[src/rtl/fifo_arb_pkg.sv]
// Shared types and default constants for the fifo write arbiter.
package fifo_arb_pkg;

    localparam int NUM_REQ_DEF    = 4;
    localparam int FIFO_WIDTH_DEF = 8;
    localparam int MAX_BURST_DEF  = 8;

    // IDLE: no owner, arbitrating. OWN: one producer holds the write port.
    typedef enum logic {
        IDLE = 1'b0,
        OWN  = 1'b1
    } arb_state_e;

endpackage

[src/rtl/rr_select.sv]
// Round-robin winner selection: first requester strictly after last_owner,
// wrapping from NUM_REQ-1 back to 0. Purely combinational.
module rr_select #(
    parameter int NUM_REQ = 4,
    parameter int IDX_W   = $clog2(NUM_REQ)
) (
    input  logic [NUM_REQ-1:0] req_i,
    input  logic [IDX_W-1:0]   last_owner_i,
    output logic [NUM_REQ-1:0] winner_o,
    output logic [IDX_W-1:0]   winner_idx_o,
    output logic               any_o
);

    int cand;

    // Scan candidates in priority order starting just after the last owner.
    always_comb begin
        // NOTE: every output gets a default before the loop, so no path can leave one unassigned and infer a latch.
        winner_o     = '0;
        winner_idx_o = '0;
        any_o        = 1'b0;
        cand         = 0;
        for (int off = 1; off <= NUM_REQ; off++) begin
            cand = int'(last_owner_i) + off;
            if (cand >= NUM_REQ) begin
                cand = cand - NUM_REQ;
            end
            if (!any_o && req_i[cand[IDX_W-1:0]]) begin
                winner_o[cand[IDX_W-1:0]] = 1'b1;
                winner_idx_o              = cand[IDX_W-1:0];
                any_o                     = 1'b1;
            end
        end
    end

endmodule

[src/rtl/fifo_write_arb.sv]
// Round-robin arbiter sharing one fifo write port among NUM_REQ producers.
// A granted producer keeps the port for a burst that ends on req_last or
// after MAX_BURST accepted words; one idle cycle separates bursts.
// Optional build macro FIFO_WRITE_ARB_STATS_EN adds the stall_cnt output.
module fifo_write_arb
    import fifo_arb_pkg::*;
#(
    parameter int NUM_REQ    = NUM_REQ_DEF,
    parameter int FIFO_WIDTH = FIFO_WIDTH_DEF,
    parameter int MAX_BURST  = MAX_BURST_DEF
) (
    input  logic                               clk,
    input  logic                               rst,
    input  logic [NUM_REQ-1:0]                 req_valid,
    input  logic [NUM_REQ-1:0][FIFO_WIDTH-1:0] req_data,
    input  logic [NUM_REQ-1:0]                 req_last,
    output logic [NUM_REQ-1:0]                 req_ack,
    output logic [NUM_REQ-1:0]                 grant,
    input  logic                               fifo_full,
    output logic                               fifo_write_en,
    output logic [FIFO_WIDTH-1:0]              fifo_data,
    output logic                               busy
`ifdef FIFO_WRITE_ARB_STATS_EN
    ,
    output logic [31:0]                        stall_cnt
`endif
);

    localparam int IDX_W = $clog2(NUM_REQ);
    localparam int CNT_W = $clog2(MAX_BURST) + 1;

    arb_state_e          state_q, state_d;
    logic [NUM_REQ-1:0]  grant_q, grant_d;
    logic [IDX_W-1:0]    owner_q, owner_d;
    logic [IDX_W-1:0]    last_owner_q, last_owner_d;
    logic [CNT_W-1:0]    count_q, count_d;

    logic [NUM_REQ-1:0]  rr_winner;
    logic [IDX_W-1:0]    rr_idx;
    logic                rr_any;
    logic                accept;
    logic                burst_end;

    rr_select #(
        .NUM_REQ (NUM_REQ),
        .IDX_W   (IDX_W)
    ) u_rr_select (
        .req_i        (req_valid),
        .last_owner_i (last_owner_q),
        .winner_o     (rr_winner),
        .winner_idx_o (rr_idx),
        .any_o        (rr_any)
    );

    // Write-port datapath: accept is gated by reset so nothing is written
    // while rst is low, even in the cycle before the state register clears.
    always_comb begin
        accept        = (state_q == OWN) && req_valid[owner_q] && !fifo_full && rst;
        burst_end     = req_last[owner_q] || (count_q == CNT_W'(MAX_BURST - 1));
        fifo_write_en = accept;
        req_ack       = accept ? grant_q : '0;
        fifo_data     = (state_q == OWN) ? req_data[owner_q] : '0;
        busy          = (state_q == OWN) && rst;
        grant         = grant_q;
    end

    // Next-state logic: arbitrate in IDLE, count and release in OWN.
    always_comb begin
        state_d      = state_q;
        grant_d      = grant_q;
        owner_d      = owner_q;
        last_owner_d = last_owner_q;
        count_d      = count_q;
        case (state_q)
            IDLE: begin
                count_d = '0;
                if (rr_any) begin
                    state_d = OWN;
                    grant_d = rr_winner;
                    owner_d = rr_idx;
                end
            end
            OWN: begin
                if (accept) begin
                    if (burst_end) begin
                        state_d      = IDLE;
                        grant_d      = '0;
                        last_owner_d = owner_q;
                        count_d      = '0;
                    end else begin
                        count_d = count_q + CNT_W'(1);
                    end
                end
            end
            default: begin
                state_d = IDLE;
                grant_d = '0;
            end
        endcase
    end

    // State register with synchronous active-low reset; producer 0 wins first.
    always_ff @(posedge clk) begin
        // NOTE: non-blocking (<=) so every register samples pre-edge values regardless of statement order.
        if (!rst) begin
            state_q      <= IDLE;
            grant_q      <= '0;
            owner_q      <= '0;
            last_owner_q <= IDX_W'(NUM_REQ - 1);
            count_q      <= '0;
        end else begin
            state_q      <= state_d;
            grant_q      <= grant_d;
            owner_q      <= owner_d;
            last_owner_q <= last_owner_d;
            count_q      <= count_d;
        end
    end

`ifdef FIFO_WRITE_ARB_STATS_EN
    logic [31:0] stall_cnt_q;

    // Count OWN cycles where the owner has a word but the fifo is full; saturating.
    always_ff @(posedge clk) begin
        if (!rst) begin
            stall_cnt_q <= '0;
        end else if ((state_q == OWN) && req_valid[owner_q] && fifo_full && (stall_cnt_q != '1)) begin
            stall_cnt_q <= stall_cnt_q + 32'd1;
        end
    end

    assign stall_cnt = stall_cnt_q;
`endif

endmodule

[config.mk]
export PLATFORM = sky130hd
export DESIGN_NAME = fifo_write_arb
export DESIGN_NICKNAME = d
export VERILOG_FILES = /design/src/rtl/fifo_arb_pkg.sv /design/src/rtl/rr_select.sv /design/src/rtl/fifo_write_arb.sv
export SDC_FILE = /design/constraint.sdc
export NUM_CORES = 1
export LEC_CHECK = 0
export ABC_AREA = 1
export CELL_PAD_IN_SITES_DETAIL_PLACEMENT = 1
export CELL_PAD_IN_SITES_GLOBAL_PLACEMENT = 1
export CORE_MARGIN = 4
export CORE_UTILIZATION = 30
export CTS_CLUSTER_SIZE = 30
export DETAILED_ROUTE_END_ITERATION = 10
export PLACE_DENSITY_LB_ADDON = 0.1
export SLEW_MARGIN = 20
export SYNTH_ARGS = -nofsm -noshare
export SYNTH_HDL_FRONTEND = slang
export SYNTH_SLANG_ARGS = --single-unit
[constraint.sdc]
create_clock -name clk -period 4.4 [get_ports clk]
set_input_delay 1.1 -clock clk [delete_from_list [all_inputs] [get_ports clk]]
set_output_delay 1.1 -clock clk [all_outputs]
set_load 0.02 [all_outputs]
# ---- Word level (Yosys, flattened, before mapping)
# Index checks and enable logic that the tools add are counted.
dict set report op_classes {
  n_addsub 9
  n_bitwise 4
  muxes 51
  reduce_logical 19
  n_eq_ne 4
  order_cmp 13
}
# op count
set op_table {}
lappend op_table {{$mux W4} 10}
lappend op_table {{$mux W1} 17}
lappend op_table {{$bmux W8 S2} 1}
lappend op_table {{$mux W2} 8}
lappend op_table {{$mux W8} 2}
lappend op_table {{$pmux W4 S2} 2}
lappend op_table {{$lt A2 B3 Y1 const B} 5}
lappend op_table {{$bmux W1 S2} 6}
lappend op_table {{$or A4 B4 Y4} 3}
lappend op_table {{$logic_and A1 B1 Y1} 11}
lappend op_table {{$ge A3 B3 Y1 const B} 3}
lappend op_table {{$demux W1 S2} 4}
lappend op_table {{$ge A2 B1 Y1 const B} 4}
lappend op_table {{$sub A2 B1 Y2 const B} 4}
lappend op_table {{$add A2 B2 Y3 const B} 2}
lappend op_table {{$reduce_and A3 Y1} 2}
lappend op_table {{$add A2 B3 Y4 const B} 1}
lappend op_table {{$add A4 B1 Y4 const B} 1}
lappend op_table {{$eq A4 B3 Y1 const B} 1}
lappend op_table {{$ge A4 B3 Y1 const B} 1}
lappend op_table {{$logic_not A1 Y1} 4}
lappend op_table {{$ne A2 B2 Y1 const B} 2}
lappend op_table {{$add A2 B1 Y3 const B} 1}
lappend op_table {{$ne A2 B1 Y1 const B} 1}
lappend op_table {{other kinds (4)} 4}
dict set report totals {
  reg_bits 13
  output_inout_bits 18
  inputBits 43
  word_cells 105
}

# ---- Longest topological paths before layout
dict set report logic_depth {
  ltp_word 17
  depth_mapped 11
  mapped_depth_nobuf 10
}

# ---- By module
# From an unflattened synthesis, not the netlist that was laid out.
dict set report unflattened {
  cells_unflattened 236
  area_unflattened_um2 1428.9
}
# module area_per_inst_um2 n_inst seq_area_each_um2 cells_each
set by_module_without_submodules {}
lappend by_module_without_submodules {fifo_write_arb 970.9 1 260.2 162}
lappend by_module_without_submodules {rr_select 457.9 1 0.0 74}

# ---- Least setup slack after synthesis
# No wires, ideal clock.
dict set report synth_path {
  path_type {input to output}
  start {in req_valid[0]}
  end {out req_ack[0]}
  required_ns 3.300
  path_buffers 0
  t_arrival_ns 1.742
  path_slack_ns 1.558
  path_stages 4
  cell_sequence {inv_1 -> o21ai_1 -> nand3b_4 -> nor2_1}
}
dict set report synth_via {
  elab_chain_len 6
}
# element line
set synth_rtl {}
lappend synth_rtl {{start: declaration} fifo_write_arb.sv:14} ;# input logic [NUM_REQ-1:0] req_valid,
lappend synth_rtl {{$bmux W1 S2} fifo_write_arb.sv:58} ;# accept = (state_q == OWN) && req_valid[owner_q] && !fifo_full && rst;
lappend synth_rtl {{$mux W1 (implied by the code)} fifo_write_arb.sv:58}
lappend synth_rtl {{$logic_and A1 B1 Y1 (3 in series)} fifo_write_arb.sv:58}
lappend synth_rtl {{$mux W4} fifo_write_arb.sv:61} ;# req_ack = accept ? grant_q : '0;
lappend synth_rtl {{end: declaration} fifo_write_arb.sv:17} ;# output logic [NUM_REQ-1:0] req_ack,
# Every way passes these cells. The select of a mux whose other input is x is not followed.

# ---- Worst setup path in the final report
dict set report layout_path {
  start {in rst}
  end {out fifo_write_en}
}
dict set report layout_via {
  elab_chain_len 1
}
# element line
set layout_rtl {}
lappend layout_rtl {{start: declaration} fifo_write_arb.sv:13} ;# input logic rst,
lappend layout_rtl {{$logic_and A1 B1 Y1} fifo_write_arb.sv:58}
lappend layout_rtl {{end: declaration} fifo_write_arb.sv:20} ;# output logic fifo_write_en,
# Every way passes these cells.

==> impl_metrics.ini <==
[global_routing]
grt_pass1_vias = 1603
antenna_found_initial = 0
grt_usage_pct = 15.2
grt_pass1_wl_um = 7420
grt_max_degree = 21
grt_overflow = 0

[setup_path]
timing.critical_path.mode_cell = clkdlybuf4s50_1
cp_num_cells = 6
cp_data_required_time_ns = 3.30
crit_family = buffers and inverters
path_buf_inv = 3
ff2ff_path_depth = 10
cp_max_fo = 7
crit_path_start_kind = input pin
critical_path_class = in2out
crit_chain = clkdlybuf4s50_1 > nand2_1 > nor2_1 > nand3b_4 > inv_1 > clkdlybuf4s50_1
worst_setup_path_end_kind = output port
arrival_ns = 2.85
slowest_delay_ns = 0.61
cp_slowest_cell = clkdlybuf4s50_1

[timing]
max_slew_margin_pct = 63.1
skew_ns = 0.00496
finalCritPeriodShare_pct = 89.8
fmax_mhz = 253
hold_violations = 0
maxSlewViolCount = 0
rsz0062_at_grt = no
tns_ns = 0
period_needed_ns = 3.95
worst_pin_slew_ns = 0.552
setup_viol = 0

[clocking]
numCtsBuffers = 3
cts_tree = built
clk_pin_slew_ns = 0.05
cts_buffer_depth = 2
cts.sinks = 13
ctsHoldBuffers = 0
cts.repair.resized = 0
htree_levels = 1
post-cts-setup-buffer-count = 0
clock-root-buffer = clkbuf_8
clkLatencyLatePin_ns = 0.24

[synthesis]
syn-mean-instance-area_um2 = 6.23
syn_nets = 276
ys_types = 31
ys_seq_area_share_pct = 18.6
ys_ff_latch = 13
netlist_area_um2 = 1400
syn_inst = 224
yosys_warnings = 0

[pwr]
p_per_area_nw_per_um2 = 263
leakagePower_nw = 0.890
p_clk_share_pct = 19.0
switching_share_pct = 41.5
power.switching_mw = 0.226
power.internal_mw = 0.318
seq_power_share_pct = 27.2
combPwrFrac_pct = 53.8
ir_worst_vdd_mv = 0.114

[route]
detail-route-antenna-nets = 0
routed_wl_um = 4410
drtIter0Drc = 60
drt_pre_antenna_iters = 4
post_drt_via_cell_ratio = 4.84
wl_per_cell_um = 13.2
vias = 1617
drc = 0

[floorplanning]
die-area_um2 = 5810
die_w_um = 76.2
start_util_pct = 31.4
core_area_um2 = 4440
io-pin-count = 61
die_h_um = 76.2
rows = 24

[run]
drv_cap = 0

[final_layout]
nFillCells = 580
drive_above_1_share_pct = 11.0
final_util_pct = 46.6
num_antenna_cells = 0
areaGrowthSynthToFinish_pct = 48.2
final_nets = 335

[placement]
dpl.hpwl_um = 3610
gp_congestion = 0.779
io_buffers = 60

[min_path]
hold_depth = 2
min_path_type = reg2reg

[outcome]
status = finished clean
[final timing paths]
path                        start             to  slack, ns
setup / recovery              rst  fifo_write_en       0.45
hold / removal         count_q[1]     count_q[1]       0.49
setup reg to reg  last_owner_q[1]       grant[2]       2.29
hold reg to reg        count_q[1]     count_q[1]       0.49
[final cells by class]
cell class              instances  area (um2)  area share [%]
multi-input cells             181         998            48.2
clock inverters                 1        5.00           0.242
well taps                      52        65.1            3.14
inverters                      23        91.3            4.41
repair buffers                 61         608            29.4
clock buffers                   3        41.3            2.00
flip-flops and latches         13         260            12.6
[kinds of logic after synthesis]
group,synth area share (%)
buffers and inverters,9.86
adder cells (fa/ha/maj),8.06
AO/OA/AOI/OAI,21.5
AND/OR/NAND/NOR,41.9
flip-flops,18.6
[cells in the mapped netlist]
library cell  number  area share [%]
a211oi_2           1            0.90
a21boi_0           4             2.2
a21oi_1           22             7.9
a21oi_2            1            0.63
and3_1             2            0.90
buf_2              4             1.4
buf_6              2             1.6
clkbuf_1           1            0.27
clkinv_1           1            0.27
dfxtp_1           13              19
ha_1               9             8.1
inv_1             19             5.1
inv_2              2            0.54
inv_6              1            0.63
nand2_1           35             9.4
nand2_2            8             3.6
nand2_4            2             1.6
nand3_1           19             6.8
nand3_2            4             2.9
nand3b_4           1             1.4
nand4_1            1            0.45
nor2_1            41              11
nor2_2             1            0.45
nor2_4             2             1.6
nor3_1             1            0.36
nor3_2             2             1.4
o211ai_1           2             1.1
o21ai_0           19             6.8
o21ai_1            2            0.72
o22ai_1            1            0.45
o31ai_2            1            0.90
[power by group through the flow]
stage               Sequential (mW)  Clock, mW  Combinational [mW]
finish                        0.148      0.103               0.293
global route                  0.151      0.118               0.328
CTS                           0.148      0.108               0.298
detailed placement            0.151          0               0.298
global placement              0.151          0               0.295
floorplan                     0.144          0               0.184
[layout by cell type, fill, tap and decap left out, drive strengths merged]
master,instances
nand4,1
a211oi,1
nand3b,1
o211ai,2
o21ai,21
o31ai,1
o22ai,1
nor2,44
nand3,23
clkbuf,3
inv,22
nand2,45
a21boi,4
and3,2
ha,9
buf,1
dfxtp,13
clkdlybuf4s50,60
clkinv,2
nor3,3
a21oi,23
[tightest hold or removal path, delay by kind of cell (launching register included)]
kind | cells | cell delay (ns)
DFF | 1 | 0.32
AOI/OAI and AO/OA | 1 | 0.05
and+or+nand+nor | 1 | 0.07
[per-stage QoR]
step           hold WS (ns)  area, um2  setup WS [ns]  power (mW)  cells
2_1_floorplan         0.452       1400           1.56       0.328    224
3_3_place_gp          0.468       2020          0.485       0.446    330
3_5_place_dp          0.485       2020          0.456       0.449    330
4_1_cts               0.497       2070          0.451       0.555    334
5_1_grt               0.522       2070          0.346       0.597    334
6_report              0.491       2070          0.450       0.544    334
[sequential cells by signal (all words and copies together), names as in the netlist]
| register | cells |
|---|---|
| count_q | 4 |
| grant | 4 |
| last_owner_q | 2 |
| owner_q | 2 |
| state_q | 1 |
[metal layers]
metal	up-vias	routed length [um]	global-route usage, %
met5	-	0	0
met2	45	1990	24.7
li1	854	-	-
met3	4	273	3.19
met4	0	40	3.99
met1	714	2100	20.3
Note: power is estimated with default switching activity, not from simulation.
